<file path="src/rtl/res_block_pkg.sv">
// Shared arithmetic helpers for the residual block: saturation, leaky ReLU,
// tensor flat indexing and accumulator sizing.
package res_block_pkg;

  localparam int unsigned WideW = 64;
  typedef logic signed [WideW-1:0] wide_t;

  function automatic wide_t sat(input wide_t value, input int unsigned width);
    wide_t hi;
    wide_t lo;
    hi = (wide_t'(1) <<< (width - 1)) - wide_t'(1);
    lo = -(wide_t'(1) <<< (width - 1));
    if (value > hi) return hi;
    if (value < lo) return lo;
    return value;
  endfunction

  // Negative values are floored by the arithmetic shift, matching the reference model.
  function automatic wide_t lrelu(input wide_t v, input logic slope_small);
    if (v < 0) return slope_small ? (v >>> 7) : (v >>> 3);
    return v;
  endfunction

  function automatic int unsigned flat_idx(input int unsigned n, input int unsigned c,
                                           input int unsigned h, input int unsigned w,
                                           input int unsigned ch, input int unsigned ht,
                                           input int unsigned wd);
    return ((n * ch + c) * ht + h) * wd + w;
  endfunction

  function automatic int unsigned acc_width(input int unsigned dw, input int unsigned ch,
                                            input int unsigned k);
    return 2 * dw + $clog2(ch * k * k) + 1;
  endfunction

endpackage

</file>
<file path="src/rtl/conv2d_same.sv">
// Combinational same-size 2D convolution with a fixed identity centre-tap kernel,
// zero padding at the borders and a saturated DW-bit result.
module conv2d_same
  import res_block_pkg::*;
#(
  parameter int unsigned IN_CH  = 1,
  parameter int unsigned OUT_CH = 1,
  parameter int unsigned K      = 1,
  parameter int unsigned DW     = 8,
  parameter int unsigned BATCH  = 1,
  parameter int unsigned HEIGHT = 2,
  parameter int unsigned WIDTH  = 2
) (
  input  logic [BATCH*IN_CH*HEIGHT*WIDTH*DW-1:0]  x_i,
  output logic [BATCH*OUT_CH*HEIGHT*WIDTH*DW-1:0] y_o
);

  localparam int unsigned InTot  = BATCH * IN_CH * HEIGHT * WIDTH * DW;
  localparam int unsigned OutTot = BATCH * OUT_CH * HEIGHT * WIDTH * DW;
  localparam int unsigned Pad    = (K - 1) / 2;
  localparam int unsigned Centre = K / 2;
  localparam int unsigned MinCh  = (IN_CH < OUT_CH) ? IN_CH : OUT_CH;
  localparam int unsigned AccW   = acc_width(DW, IN_CH, K);
  localparam int unsigned KernW  = OUT_CH * IN_CH * K * K * DW;

  function automatic int unsigned wt_idx(input int unsigned o, input int unsigned i,
                                         input int unsigned kh, input int unsigned kw);
    return ((o * IN_CH + i) * K + kh) * K + kw;
  endfunction

  function automatic logic [KernW-1:0] build_kernel();
    logic [KernW-1:0] kern;
    kern = '0;
    for (int o = 0; o < int'(MinCh); o++) begin
      kern[wt_idx(o, o, Centre, Centre)*DW +: DW] = DW'(1);
    end
    return kern;
  endfunction

  localparam logic [KernW-1:0] Kernel = build_kernel();

  always_comb begin
    logic signed [AccW-1:0] acc;
    logic signed [2*DW-1:0] prod;
    logic signed [DW-1:0]   xv;
    logic signed [DW-1:0]   wv;
    int                     ih;
    int                     iw;
    acc  = '0;
    prod = '0;
    xv   = '0;
    wv   = '0;
    ih   = 0;
    iw   = 0;
    y_o  = '0;
    for (int n = 0; n < int'(BATCH); n++) begin
      for (int o = 0; o < int'(OUT_CH); o++) begin
        for (int h = 0; h < int'(HEIGHT); h++) begin
          for (int w = 0; w < int'(WIDTH); w++) begin
            acc = '0;
            for (int i = 0; i < int'(IN_CH); i++) begin
              for (int kh = 0; kh < int'(K); kh++) begin
                for (int kw = 0; kw < int'(K); kw++) begin
                  ih = h + kh - int'(Pad);
                  iw = w + kw - int'(Pad);
                  // Taps falling outside the tensor contribute zero.
                  if (ih >= 0 && ih < int'(HEIGHT) && iw >= 0 && iw < int'(WIDTH)) begin
                    xv   = x_i[InTot-1-flat_idx(n, i, ih, iw, IN_CH, HEIGHT, WIDTH)*DW -: DW];
                    wv   = Kernel[wt_idx(o, i, kh, kw)*DW +: DW];
                    prod = (2*DW)'(xv) * (2*DW)'(wv);
                    acc  = acc + AccW'(prod);
                  end
                end
              end
            end
            y_o[OutTot-1-flat_idx(n, o, h, w, OUT_CH, HEIGHT, WIDTH)*DW -: DW] =
                DW'(sat(wide_t'(acc), DW));
          end
        end
      end
    end
  end

endmodule

</file>
<file path="src/rtl/res_block.sv">
// Residual block x + conv2(lrelu(conv1(pre(x)))) on a flat tensor bus,
// three register stages with the raw input delayed to stay aligned with conv2.
module res_block
  import res_block_pkg::*;
#(
  parameter int unsigned DATA_WIDTH      = 8,
  parameter int unsigned BATCH_SIZE      = 1,
  parameter int unsigned CHANNELS        = 1,
  parameter int unsigned HEIGHT          = 2,
  parameter int unsigned WIDTH           = 2,
  parameter int unsigned KERNEL_SIZE     = 1,
  parameter int unsigned STRIDE          = 1,
  parameter int unsigned PADDING         = 0,
  parameter bit          SLOPE_SMALL     = 1'b0,
  parameter bit          START_FROM_RELU = 1'b0,
  parameter bit          END_WITH_RELU   = 1'b0,
  parameter bit          BOTTLENECK      = 1'b0
) (
  input  logic                                                      clk,
  input  logic                                                      rst,
  input  logic [BATCH_SIZE*CHANNELS*HEIGHT*WIDTH*DATA_WIDTH-1:0]    x_in,
  output logic [BATCH_SIZE*CHANNELS*HEIGHT*WIDTH*DATA_WIDTH-1:0]    x_out
);

  localparam int unsigned Dw     = DATA_WIDTH;
  localparam int unsigned Elems  = BATCH_SIZE * CHANNELS * HEIGHT * WIDTH;
  localparam int unsigned Tot    = Elems * Dw;
  localparam int unsigned Mid    = BOTTLENECK ? ((CHANNELS / 2 < 1) ? 1 : CHANNELS / 2)
                                              : CHANNELS;
  localparam int unsigned HidEl  = BATCH_SIZE * Mid * HEIGHT * WIDTH;
  localparam int unsigned HidTot = HidEl * Dw;

  if (STRIDE != 1) begin : g_bad_stride
    $error("res_block: STRIDE must be 1");
  end
  if (PADDING != (KERNEL_SIZE - 1) / 2) begin : g_bad_padding
    $error("res_block: PADDING must equal (KERNEL_SIZE-1)/2");
  end
  if (KERNEL_SIZE % 2 == 0) begin : g_bad_kernel
    $error("res_block: KERNEL_SIZE must be odd");
  end

  logic [Tot-1:0]    s1_x_q, s1_x_d;
  logic [Tot-1:0]    s1_pre_q, s1_pre_d;
  logic [HidTot-1:0] s2_h_q, s2_h_d;
  logic [Tot-1:0]    s2_x_q, s2_x_d;
  logic [Tot-1:0]    x_out_q, x_out_d;
  logic [HidTot-1:0] conv1_y;
  logic [Tot-1:0]    conv2_y;

  conv2d_same #(
    .IN_CH (CHANNELS),
    .OUT_CH(Mid),
    .K     (KERNEL_SIZE),
    .DW    (Dw),
    .BATCH (BATCH_SIZE),
    .HEIGHT(HEIGHT),
    .WIDTH (WIDTH)
  ) u_conv1 (
    .x_i(s1_pre_q),
    .y_o(conv1_y)
  );

  conv2d_same #(
    .IN_CH (Mid),
    .OUT_CH(CHANNELS),
    .K     (KERNEL_SIZE),
    .DW    (Dw),
    .BATCH (BATCH_SIZE),
    .HEIGHT(HEIGHT),
    .WIDTH (WIDTH)
  ) u_conv2 (
    .x_i(s2_h_q),
    .y_o(conv2_y)
  );

  always_comb begin
    s1_x_d   = x_in;
    s1_pre_d = x_in;
    if (START_FROM_RELU) begin
      for (int e = 0; e < int'(Elems); e++) begin
        s1_pre_d[Tot-1-e*Dw -: Dw] =
            Dw'(lrelu(wide_t'($signed(x_in[Tot-1-e*Dw -: Dw])), SLOPE_SMALL));
      end
    end
  end

  always_comb begin
    s2_h_d = '0;
    s2_x_d = s1_x_q;
    for (int e = 0; e < int'(HidEl); e++) begin
      s2_h_d[HidTot-1-e*Dw -: Dw] =
          Dw'(lrelu(wide_t'($signed(conv1_y[HidTot-1-e*Dw -: Dw])), SLOPE_SMALL));
    end
  end

  always_comb begin
    wide_t sum;
    sum     = '0;
    x_out_d = '0;
    for (int e = 0; e < int'(Elems); e++) begin
      sum = wide_t'($signed(s2_x_q[Tot-1-e*Dw -: Dw]))
          + wide_t'($signed(conv2_y[Tot-1-e*Dw -: Dw]));
      sum = sat(sum, Dw);
      if (END_WITH_RELU) begin
        sum = lrelu(sum, SLOPE_SMALL);
      end
      x_out_d[Tot-1-e*Dw -: Dw] = Dw'(sum);
    end
  end

  always_ff @(posedge clk or negedge rst) begin
    if (!rst) begin
      s1_x_q   <= '0;
      s1_pre_q <= '0;
      s2_h_q   <= '0;
      s2_x_q   <= '0;
      x_out_q  <= '0;
    end else begin
      s1_x_q   <= s1_x_d;
      s1_pre_q <= s1_pre_d;
      s2_h_q   <= s2_h_d;
      s2_x_q   <= s2_x_d;
      x_out_q  <= x_out_d;
    end
  end

  assign x_out = x_out_q;

endmodule

</file>
<file path="config.mk">
export PLATFORM = sky130hd
export DESIGN_NAME = res_block
export DESIGN_NICKNAME = d
export VERILOG_FILES = /design/src/rtl/res_block_pkg.sv /design/src/rtl/conv2d_same.sv /design/src/rtl/res_block.sv
export SDC_FILE = /design/constraint.sdc
export NUM_CORES = 1
export LEC_CHECK = 0
export ABC_AREA = 1
export BUFFER_PORTS_ARGS = -buffer_cell sky130_fd_sc_hd__buf_2
export CAP_MARGIN = 40
export CELL_PAD_IN_SITES_DETAIL_PLACEMENT = 1
export CELL_PAD_IN_SITES_GLOBAL_PLACEMENT = 1
export CORE_MARGIN = 5
export CORE_UTILIZATION = 42
export DETAILED_ROUTE_END_ITERATION = 8
export PLACE_DENSITY_LB_ADDON = 0.1
export SYNTH_ARGS = -nofsm -noshare
export SYNTH_HDL_FRONTEND = slang
export SYNTH_SLANG_ARGS = --single-unit
</file>
<file path="constraint.sdc">
create_clock -name clk -period 3.4 [get_ports clk]
set_input_delay 1.02 -clock clk [delete_from_list [all_inputs] [get_ports clk]]
set_output_delay 1.02 -clock clk [all_outputs]
set_load 0.1 [all_outputs]
</file>
---- After elaboration in Yosys (flattened, before gate mapping) ----
Index checks and enable logic that the tools add are counted.
Widths: inputs -> output; s select.
cells by class
  add/sub/neg operators ................... 4
  magnitude comparators ................... 28
  multiplexer cells ....................... 96
operator list
  operator            count
  $mux 8              56
  $gt 8x8->1 const B  8
  $lt 8x8->1 const B  8
  $mux 1              40
  $add 8x8->9         4
  $gt 9x8->1 const B  4
  $lt 9x8->1 const B  4
  $lt 8x1->1 const B  4
storage, ports and cells
  output and inout port bits .............. 32
  input port bits ......................... 34
  register bits ........................... 128
  logic and storage cells ................. 132

---- Depth between registers and ports, before layout ----
  word-level depth ........................ 11
  depth in mapped cells ................... 13
  depth with buffers taken out ............ 12

---- By module ----
From an unflattened synthesis, not the netlist that was laid out.
unflattened totals
  cells, all modules ...................... 549
  area total of the unflattened synthesis .. 5500.3 sq um
by module, submodules not included
  module       instances  area an instance (sq um)  cells each  seq. area each (sq um)
  res_block    1          5260.0                    485         3203.1
  conv2d_same  2          120.1                     32          0.0

---- Least setup slack after synthesis ----
OpenSTA, ideal clock, no wires.
  path kind ............................... reg-to-output
  start point ............................. reg x_out_q[0], in the netlist x_out[0]
  end point ............................... out x_out[0]
  buffers on the path ..................... 0
  slack ................................... 1497 ps
  arrival ................................. 883 ps
  required time ........................... 2380 ps
  stages on the path, launching flop included .. 1
  cells stage by stage .................... dfrtp_1
RTL lines
  item                    line              RTL
  start, declared         res_block.sv:47   logic [Tot-1:0] x_out_q, x_out_d;
  start signal, assigned  res_block.sv:124  x_out_q <= x_out_d;
  end, declared           res_block.sv:22   output logic [BATCH_SIZE*CHANNELS*HEIGHT*WIDTH*DATA_WIDTH-1:0] x_out
No word-level cell between the ends.

---- Worst setup path after layout ----
  start point ............................. reg x_out_q[8], in the netlist x_out[8]
  end point ............................... out x_out[8]
No word-level cell between the ends.

==> impl_metrics.toml <==
[critical_path]
r2r_cells = 11
slowest_stage = "buf_2"
critPathCaptureType = "output port"
path_buf_inv = 1
required_ns = 2.38
startpoint_type = "flip-flop"
critPathMaxFanout = 1
cp.arrival_ns = 1.25
slowest_delay_ns = 0.45
critical_path_depth = 1
path_class = "reg -> out"
crit_family = "buffers and inverters"
worstPathCellList = "buf_2"

[drt]
drcViolationCount = 0
vias = 3446
viasPerCell = 4.446
first_pass_iters = 6
avgRoutedWirePerCell_um = 12.81
wl_um = 9927
ant_nets = 0
drt_iter0_markers = 89

[timing]
max_clock_freq_mhz = 441.2
slew_violations = 0
layout_min_cycle_time_ns = 2.267
worst_pin_slew_ns = 0.6449
skew_ns = 0.01081
fin_ws_ns = 1.133
final_hold_viol_count = 0
finalCritPeriodShare_pct = 66.67
fin_tns_setup_ns = 0
setup_viol = 0
relSlewSlack_pct = 57.01
rsz0062_at_grt = "no"

[worst_hold_path]
hold-path-cell-count = 0
hold_class = "reg -> reg"

[final_layout]
n_antenna_cell = 0
final_core_util_pct = 49.79
layout-drive-gt1-share_pct = 25.88
final_common_cell = "nand2_1"
area_growth_pct = 17.57
fill_cells = 1454
multi_input_area_sq_um = 1929
seq_area_sq_um = 3203
num-nets-final = 658
final_cell_mix = "140 x nand2_1, 128 x dfrtp_1, 67 x inv_1, 64 x buf_2, 33 x ha_1"

[clocking]
cts_max_path_buffers = 2
numCtsBuffers = 17
clk_latency_ns = 0.42
cts_tree = "yes"
cts_resized = 0
cts_root_buf = "clkbuf_16"
clk_pin_slew_ns = 0.06
clkSinkCount = 128
hold_buffers = 0
htreeDepth = 4
post_cts_buffers = 0

[global_route]
antenna_found_initial = 0
grt_pass1_wl_um = 17470
grt_usage_pct = 14.21
grt_pass1_vias = 3807
grt_max_degree = 53
grt-ovfl-total = 0

[logic_synthesis]
ys_seq_area_share_pct = 57.80
mappedNetlistArea_sq_um = 5542
syn_area_per_cell_sq_um = 10.24
syn_nets = 612
yosys_warnings = 0
ys_types = 27
syn_inst = 541
synth_seq_cells = 128

[power_and_ir_drop]
p_per_area_nw_per_um2 = 725.5
peakVddDrop_v = 0.0003066
power_leakage_nw = 3.375

[die]
start_util_pct = 42.35
die_area_sq_um = 15590
fp.dieW_um = 124.9
io_pins = 66
core_area_sq_um = 13090
die_y_um = 124.9
placementRows = 42

[placed_design]
place.gp.congestion = 0.7485
port_buffers = 65
dp_hpwl_um = 7415
pre_cts_ws_ns = 1.445

[run]
max_cap_viol_count = 0

[run_status]
status = "complete, no violations"
==> metal layers <==
layer  vias up  wire length (um)  track usage (%)
li1       1726                 -                -
met5         -                 0                0
met3        17               401            4.588
met2        57              5489            26.27
met4         0               163            5.740
met1      1646              3872            14.81
==> sequential cells by signal, summed over array words and instances, names as in the netlist <==
register,count
s1_pre_q,32
s2_h_q,32
s2_x_q,32
x_out,32
==> path summary, 6_finish.rpt <==
check / startpoint / end / slack (ns)
min: s1_pre_q[0] / s2_x_q[0] / 0.37
min in group asynchronous: rst / x_out[31] / 0.63
max in group asynchronous: rst / x_out[21] / 1.98
min reg2reg: s1_pre_q[0] / s2_x_q[0] / 0.37
max: x_out[8] / x_out[8] / 1.13
max reg2reg: s2_x_q[8] / x_out[9] / 1.53
==> cell families after synthesis <==
group           after synthesis  synth area share (%)
simple gates                221                 19.30
fa+ha+maj                    37                 8.896
mux                           8                 1.626
flops                       128                 57.80
compound gates               22                 2.461
buf+inv                     109                 7.383
xor+xnor                     16                 2.529
==> per-stage QoR <==
stage	area, sq um	instances	hold slack, ns	power [mW]
floorplan	5542	541	0.3501	2.851
global placement	5967	744	0.3557	3.081
detailed placement	5967	744	0.3602	3.102
CTS	6515	775	0.3713	4.808
global route	6515	775	0.3789	4.962
finish	6515	775	0.3693	4.727
==> where the power goes <==
| group | switching (mW) | leakage (nW) | internal, mW |
|---|---|---|---|
| Combinational | 1.06 | 1.65 | 0.262 |
| Clock | 0.640 | 0.267 | 1.03 |
| Sequential | 0.0584 | 1.46 | 1.68 |
==> cells in the mapped netlist <==
| library cell | n | share of area [%] |
|---|---|---|
| xor2_1 | 9 | 1.4 |
| nand4_4 | 1 | 0.38 |
| nand4_2 | 2 | 0.45 |
| nand4_1 | 4 | 0.45 |
| nor2_2 | 2 | 0.23 |
| or2_2 | 12 | 1.4 |
| ha_1 | 33 | 7.5 |
| nand2_2 | 15 | 1.7 |
| inv_2 | 2 | 0.14 |
| xnor2_1 | 7 | 1.1 |
| dfrtp_1 | 128 | 58 |
| nand3b_1 | 3 | 0.41 |
| o21ai_0 | 4 | 0.36 |
| a21oi_1 | 13 | 1.2 |
| nand3_1 | 16 | 1.4 |
| inv_1 | 67 | 4.5 |
| a21oi_4 | 1 | 0.29 |
| nand3b_4 | 1 | 0.36 |
| nand3_2 | 4 | 0.72 |
| nand2_4 | 6 | 1.2 |
| fa_1 | 4 | 1.4 |
| or2_1 | 2 | 0.23 |
| clkbuf_1 | 40 | 2.7 |
| a21oi_2 | 4 | 0.63 |
| mux2_2 | 8 | 1.6 |
| nor2_1 | 13 | 0.88 |
| nand2_1 | 140 | 9.5 |
==> area by class of cell <==
class                   instances  area share (%)
clock buffers                  20           7.010
clock inverters                11           1.402
inverters                      69           3.975
multi-input cells             304           29.61
flip-flops and latches        128           49.16
well taps                     176           3.380
repair buffers                 67           5.454
Power figures use the tool's default switching activity.
